### src/rtl/sm83_regfile.sv
// SM83 register file with the 16-bit increment/decrement unit.
// Drives the address bus, data-bus source byte and flags.
module sm83_regfile #(
  parameter logic [15:0] PC_RESET = 16'h0000,
  parameter logic [15:0] SP_RESET = 16'hFFFE
) (
  input  logic        clk,
  input  logic        rst,
  input  logic        ce,
  input  logic [2:0]  s_ab,
  input  logic [3:0]  s_db,
  input  logic [3:0]  t_db,
  input  logic [7:0]  db_wdata,
  input  logic [1:0]  idu_mode,
  input  logic [1:0]  s_rr_wb,
  input  logic [2:0]  t_rr_wb,
  input  logic        wr_pc,
  input  logic        alu_carry,
  input  logic        flags_we,
  input  logic [3:0]  flags_in,
  output logic [15:0] addr,
  output logic [7:0]  db_out,
  output logic [3:0]  flags,
  output logic [7:0]  a_out,
  output logic [7:0]  spl_out,
  output logic [7:0]  sph_out,
  output logic [7:0]  pcl_out
);

  localparam logic [3:0] R_Z   = 4'd1;
  localparam logic [3:0] R_SPH = 4'd9;
  localparam logic [3:0] R_SPL = 4'd10;
  localparam logic [3:0] R_PCH = 4'd11;
  localparam logic [3:0] R_PCL = 4'd12;
  localparam logic [3:0] R_A   = 4'd13;
  localparam logic [3:0] R_NIL = 4'd14;
  localparam logic [3:0] R_F   = 4'd15;

  localparam logic [1:0] IDU_INC = 2'd0;
  localparam logic [1:0] IDU_DEC = 2'd1;
  localparam logic [1:0] IDU_ADJ = 2'd2;

  localparam logic [1:0] WB_IDU = 2'd1;
  localparam logic [1:0] WB_WZ  = 2'd2;

  // Indexed by the reg8 code; slots 0 (MEM) and 14 are never written.
  logic [7:0] r_q [16];
  logic [7:0] r_d [16];

  function automatic logic [3:0] hi_idx(input logic [2:0] sel);
    unique case (sel)
      3'd0:    return 4'd2;
      3'd1:    return 4'd3;
      3'd2:    return 4'd5;
      3'd3:    return 4'd7;
      3'd4:    return R_A;
      3'd5:    return R_SPH;
      default: return R_PCH;
    endcase
  endfunction

  // PCH_ZERO maps its low byte to slot 0, which always reads zero.
  function automatic logic [3:0] lo_idx(input logic [2:0] sel);
    unique case (sel)
      3'd0:    return R_Z;
      3'd1:    return 4'd4;
      3'd2:    return 4'd6;
      3'd3:    return 4'd8;
      3'd4:    return R_F;
      3'd5:    return R_SPL;
      3'd6:    return R_PCL;
      default: return 4'd0;
    endcase
  endfunction

  logic [15:0] idu;
  logic [7:0]  adj_hi;
  logic [15:0] rr_val;
  logic [3:0]  wb_hi;
  logic [3:0]  wb_lo;

  assign addr = {r_q[hi_idx(s_ab)], r_q[lo_idx(s_ab)]};

  always_comb begin
    adj_hi = addr[15:8];
    if (alu_carry && !r_q[R_Z][7]) begin
      adj_hi = addr[15:8] + 8'd1;
    end else if (!alu_carry && r_q[R_Z][7]) begin
      adj_hi = addr[15:8] - 8'd1;
    end
    unique case (idu_mode)
      IDU_INC: idu = addr + 16'd1;
      IDU_DEC: idu = addr - 16'd1;
      IDU_ADJ: idu = {adj_hi, addr[7:0]};
      default: idu = addr;
    endcase
  end

  assign rr_val = (s_rr_wb == WB_WZ) ? {r_q[2], r_q[1]} : idu;
  assign wb_hi  = hi_idx(t_rr_wb);
  assign wb_lo  = lo_idx(t_rr_wb);

  // Applied lowest priority first so later writes win per byte.
  always_comb begin
    for (int i = 0; i < 16; i++) r_d[i] = r_q[i];
    if (t_db == R_F) begin
      r_d[R_F] = {db_wdata[7:4], 4'h0};
    end else if (t_db != 4'd0 && t_db != R_NIL) begin
      r_d[t_db] = db_wdata;
    end
    if (flags_we) r_d[R_F] = {flags_in, 4'h0};
    if ((s_rr_wb == WB_IDU || s_rr_wb == WB_WZ) && t_rr_wb != 3'd7) begin
      r_d[wb_hi] = rr_val[15:8];
      if (idu_mode != IDU_ADJ) begin
        r_d[wb_lo] = (wb_lo == R_F) ? {rr_val[7:4], 4'h0} : rr_val[7:0];
      end
    end
    if (wr_pc) begin
      r_d[R_PCH] = idu[15:8];
      r_d[R_PCL] = idu[7:0];
    end
  end

  always_ff @(posedge clk) begin
    if (rst) begin
      for (int i = 0; i < 16; i++) r_q[i] <= 8'h00;
      r_q[R_SPH] <= SP_RESET[15:8];
      r_q[R_SPL] <= SP_RESET[7:0];
      r_q[R_PCH] <= PC_RESET[15:8];
      r_q[R_PCL] <= PC_RESET[7:0];
    end else if (ce) begin
      for (int i = 0; i < 16; i++) r_q[i] <= r_d[i];
    end
  end

  assign db_out  = r_q[s_db];
  assign flags   = r_q[R_F][7:4];
  assign a_out   = r_q[R_A];
  assign spl_out = r_q[R_SPL];
  assign sph_out = r_q[R_SPH];
  assign pcl_out = r_q[R_PCL];

endmodule

### config.mk
export PLATFORM = sky130hd
export DESIGN_NAME = sm83_regfile
export DESIGN_NICKNAME = d
export VERILOG_FILES = /design/src/rtl/sm83_regfile.sv
export SDC_FILE = /design/constraint.sdc
export NUM_CORES = 1
export LEC_CHECK = 0
export BUFFER_PORTS_ARGS = -buffer_cell sky130_fd_sc_hd__buf_2
export CELL_PAD_IN_SITES_DETAIL_PLACEMENT = 0
export CELL_PAD_IN_SITES_GLOBAL_PLACEMENT = 2
export CORE_MARGIN = 2
export CORE_UTILIZATION = 39
export CTS_CLUSTER_SIZE = 8
export DETAILED_ROUTE_END_ITERATION = 10
export HOLD_SLACK_MARGIN = 0.15
export PLACE_DENSITY = 0.77
export SYNTH_ARGS = -nofsm -noshare
export SYNTH_HDL_FRONTEND = slang
export SYNTH_SLANG_ARGS = --single-unit
### constraint.sdc
create_clock -name clk -period 6.4 [get_ports clk]
set_input_delay 1.6 -clock clk [delete_from_list [all_inputs] [get_ports clk]]
set_output_delay 1.6 -clock clk [all_outputs]
set_load 0.05 [all_outputs]
==> impl_metrics.py <==
metrics = {
    "worst_setup_path": {
        "cp_data_arrival_time_ps": 6040,
        "worstPathCellList": "buf_2, buf_4, and3_1, a21oi_1, o21ai_0, nor2_1, inv_1, ha_1, a41oi_1, o21bai_1, a211o_1, o211ai_1, xor2_1, o21ai_1, nand4_1, o221ai_1",
        "path_max_fanout": 24,
        "r2r_cells": 15,
        "crit_required_ps": 6650,
        "r2r-start": "r_q[7][3]",
        "slowest_stage": "o21ai_1",
        "critPathKind": "input port to flop",
        "critical_path.endpoint": "r_q[12][5]",
        "startpoint_type": "input port",
        "reg2reg_to": "r_q[9][2]",
        "ff2ff_setup_slack_ps": 1910,
        "max_stage_delay_ps": 800,
        "cp-startpoint": "s_ab[1]",
        "crit_cells": 16,
        "cp-end-kind": "flop",
        "critPathBufInv": 3,
        "cp_top_family": "compound AO/OA/AOI/OAI gates",
    },
    "global_routing": {
        "globalRoute.totalOverflow": 0,
        "grt_pass1_vias": 9556,
        "grt_first_pass_wirelength_um": 68120,
        "gr-max-usage-layer": "met2",
        "grtUsageMet1_pct": 45.21,
        "use_met3_pct": 5.818,
        "grt_max_degree": 69,
        "grt_usage_pct": 30.74,
        "antenna_found_initial": 1,
        "use_met2_pct": 45.78,
    },
    "yosys": {
        "synth_compound_area_share_pct": 20.21,
        "synth_area_leader_cell": "edfxtp_1",
        "synth_fp_nets": 1219,
        "async_flop_share_pct": 0,
        "synthMuxAreaShare_pct": 20.93,
        "synth_flop_cell": "edfxtp_1",
        "syn_area_um2": 11280,
        "ys_seq_area_share_pct": 34.08,
        "synth-edff-count": 128,
        "synthSimpleGateAreaFrac_pct": 15.70,
        "synth_top_family_by_area": "multiplexers",
        "synth_warnings": 0,
        "ys_types": 86,
        "synth_top_area_share_pct": 34.08,
        "yosys-top-cells-area": "edfxtp_1, mux2i_1, mux4_2, a211oi_1, o21ai_0",
        "synth-seq-cells": 128,
        "synth_area_per_cell_um2": 9.682,
        "synthXorXnorAreaFrac_pct": 1.697,
        "synthCells": 1165,
        "synthAdderAreaFrac_pct": 2.063,
    },
    "die": {
        "start_util_pct": 39.40,
        "die_y_um": 174.1,
        "io_pins": 96,
        "die_w_um": 174.1,
        "placementRows": 62,
        "die-area_um2": 30300,
        "coreArea_um2": 28630,
    },
    "sta": {
        "tightest_slew_ps": 1104,
        "finalSetupTns_ps": 0,
        "drv_slew": 0,
        "report.final.hold_viol_count": 0,
        "max_freq_ghz": 0.1727,
        "rsz0062_at_grt": "no",
        "finalClockSkew_ps": 17.66,
        "slew-limit-headroom_pct": 26.11,
        "hold_slack_ps": 589.8,
        "finalCriticalPeriod_ps": 5791,
        "setup_viol": 0,
        "post-route-period-util_pct": 90.48,
    },
    "placed_design": {
        "portBuffers": 95,
        "place_area_um2": 12120,
        "dp_hpwl_um": 35180,
        "place.gp.congestion": 0.9468,
        "dp.cells": 1593,
    },
    "drt": {
        "vias_per_cell": 6.413,
        "drcViolationCount": 0,
        "drt_iter0_drc": 1514,
        "drt-total-wl_um": 46820,
        "wl_per_cell_um": 28.83,
        "ant_nets": 0,
        "drtPass1Iterations": 5,
        "vias": 10414,
    },
    "cells_and_area": {
        "reg_top3": "r_q (128)",
        "nets": 1282,
        "drive_gt1_share_pct": 23.06,
        "area_delta_synth_final_pct": 12.63,
        "top_register": "r_q",
        "diodes": 0,
        "final_cell_area_um2": 12700,
        "fill_cells": 2761,
        "largest_register_ff_count": 128,
        "layout.cells.non_filler": 1624,
    },
    "worst_hold_path": {
        "hp-class": "flop to flop",
        "whs_path_depth": 1,
    },
    "cts": {
        "clkSinkCount": 128,
        "root_buffer": "clkbuf_16",
        "cts_setup_buffers": 0,
        "clock_path_buffers": 2,
        "cts_tree": "yes",
        "hold_buffers": 0,
        "cts_buffers": 17,
        "clk_pin_slew_ps": 60,
        "ctsResizeCount": 0,
        "clkLatencyLatePin_ps": 440,
        "htreeDepth": 4,
    },
    "pwr": {
        "ir_drop_v": 0.0001525,
        "p_per_area_nw_per_um2": 243.8,
        "p_total_mw": 3.098,
        "p_leak_nw": 4.847,
    },
    "flow_run": {
        "drv_cap": 0,
    },
    "run_status": {
        "status": "completed",
    },
}
==> power by group <==
part	switching (mW)	total [mW]	internal [mW]
clock	0.429	1.01	0.579
sequential	0.119	1.12	1.00
combinational	0.644	0.967	0.324
total	1.19	3.10	1.91
==> routing by layer <==
metal,vias up,wire length [um]
met5,-,0
met4,0,1556
met3,83,4231
met2,597,20160
met1,5143,20870
li1,4591,-
==> cell families after synthesis <==
logic type               Yosys count
AO/OA/AOI/OAI                    329
XOR/XNOR                          21
buffers and inverters            126
adder cells (fa/ha/maj)           18
AND/OR/NAND/NOR                  365
flip-flops                       128
multiplexers                     178
==> worst min-delay path by stage <==
stage	slack, ps	from	end
global route	620	r_q[14][1]	r_q[14][1]
floorplan	530	r_q[14][1]	r_q[14][1]
global placement	560	r_q[14][1]	r_q[14][1]
finish	590	r_q[14][1]	r_q[14][1]
CTS	580	r_q[14][1]	r_q[14][1]
detailed placement	570	r_q[15][1]	r_q[15][1]
==> cell usage after synthesis, types with 12 or more instances <==
cell type and n:
a211oi_1 58, o211ai_1 12, nand3_1 16, and2_1 16
mux4_2 43, edfxtp_1 128, nor2b_1 27, clkbuf_1 60
o22ai_1 13, nand2b_1 19, inv_1 24, nor3_1 28
a21oi_1 61, ha_1 17, mux2i_1 102, nor2_1 101
mux2_2 33, nand2_1 100, o21ai_0 76
==> worst reg2reg max path, stage by stage, from the launching register on <==
cell and delay (ps):
edfxtp_1 530, nand2b_1 100, a2bb2oi_1 190, o21ai_0 100, a22oi_1 400, o21bai_1 180
ha_1 290, a31oi_1 290, nor2_1 60, or3_1 390, a211oi_4 420, o211ai_4 160
and3_4 200, a2111oi_4 600, nand2_1 110, a31o_1 220
==> placed cells by master (no fill, tap or decap), drive strengths merged, types with 4 or more instances in the layout <==
cell type	netlist	routed
or2	11	11
nor3	28	28
nand2	101	101
clkbuf	60	17
nand2b	19	19
nor2	102	102
nand3	16	16
a31oi	8	8
mux4	43	43
buf	38	142
mux2i	102	102
clkinv	2	5
o221ai	5	5
mux2	33	33
inv	26	32
edfxtp	128	128
a21oi	62	62
o21a	10	10
a211oi	60	60
and3	11	11
o31ai	6	6
xnor2	11	11
a31o	5	5
nor4	4	4
nor2b	28	28
o2111ai	5	5
a22o	6	6
xor2	10	10
a22oi	8	8
o21ai	83	83
a21o	7	7
ha	17	17
o211ai	14	14
o21bai	7	7
nand4	8	8
or3	8	8
o22ai	13	13
and2	16	16
a221oi	5	5
==> metrics by stage <==
| step | utilization (%) | setup slack (ps) |
|---|---|---|
| 2_1_floorplan | - | 581.3 |
| 3_3_place_gp | 42.35 | 245.3 |
| 3_5_place_dp | 42.35 | 224.4 |
| 4_1_cts | 44.38 | 646.5 |
| 5_1_grt | 44.38 | 302.2 |
| 6_report | 44.38 | 609.4 |
==> final cells by class <==
type | count | area, um2 | area share (%)
Multi-Input combinational cell | 911 | 6853 | 53.94
Sequential cell | 128 | 3844 | 30.25
Timing Repair Buffer | 142 | 840.8 | 6.618
Tap cell | 384 | 480.5 | 3.782
Clock buffer | 17 | 425.4 | 3.348
Clock inverter | 14 | 156.4 | 1.231
Inverter | 28 | 105.1 | 0.8273
Note: power is estimated with default switching activity, not from simulation.
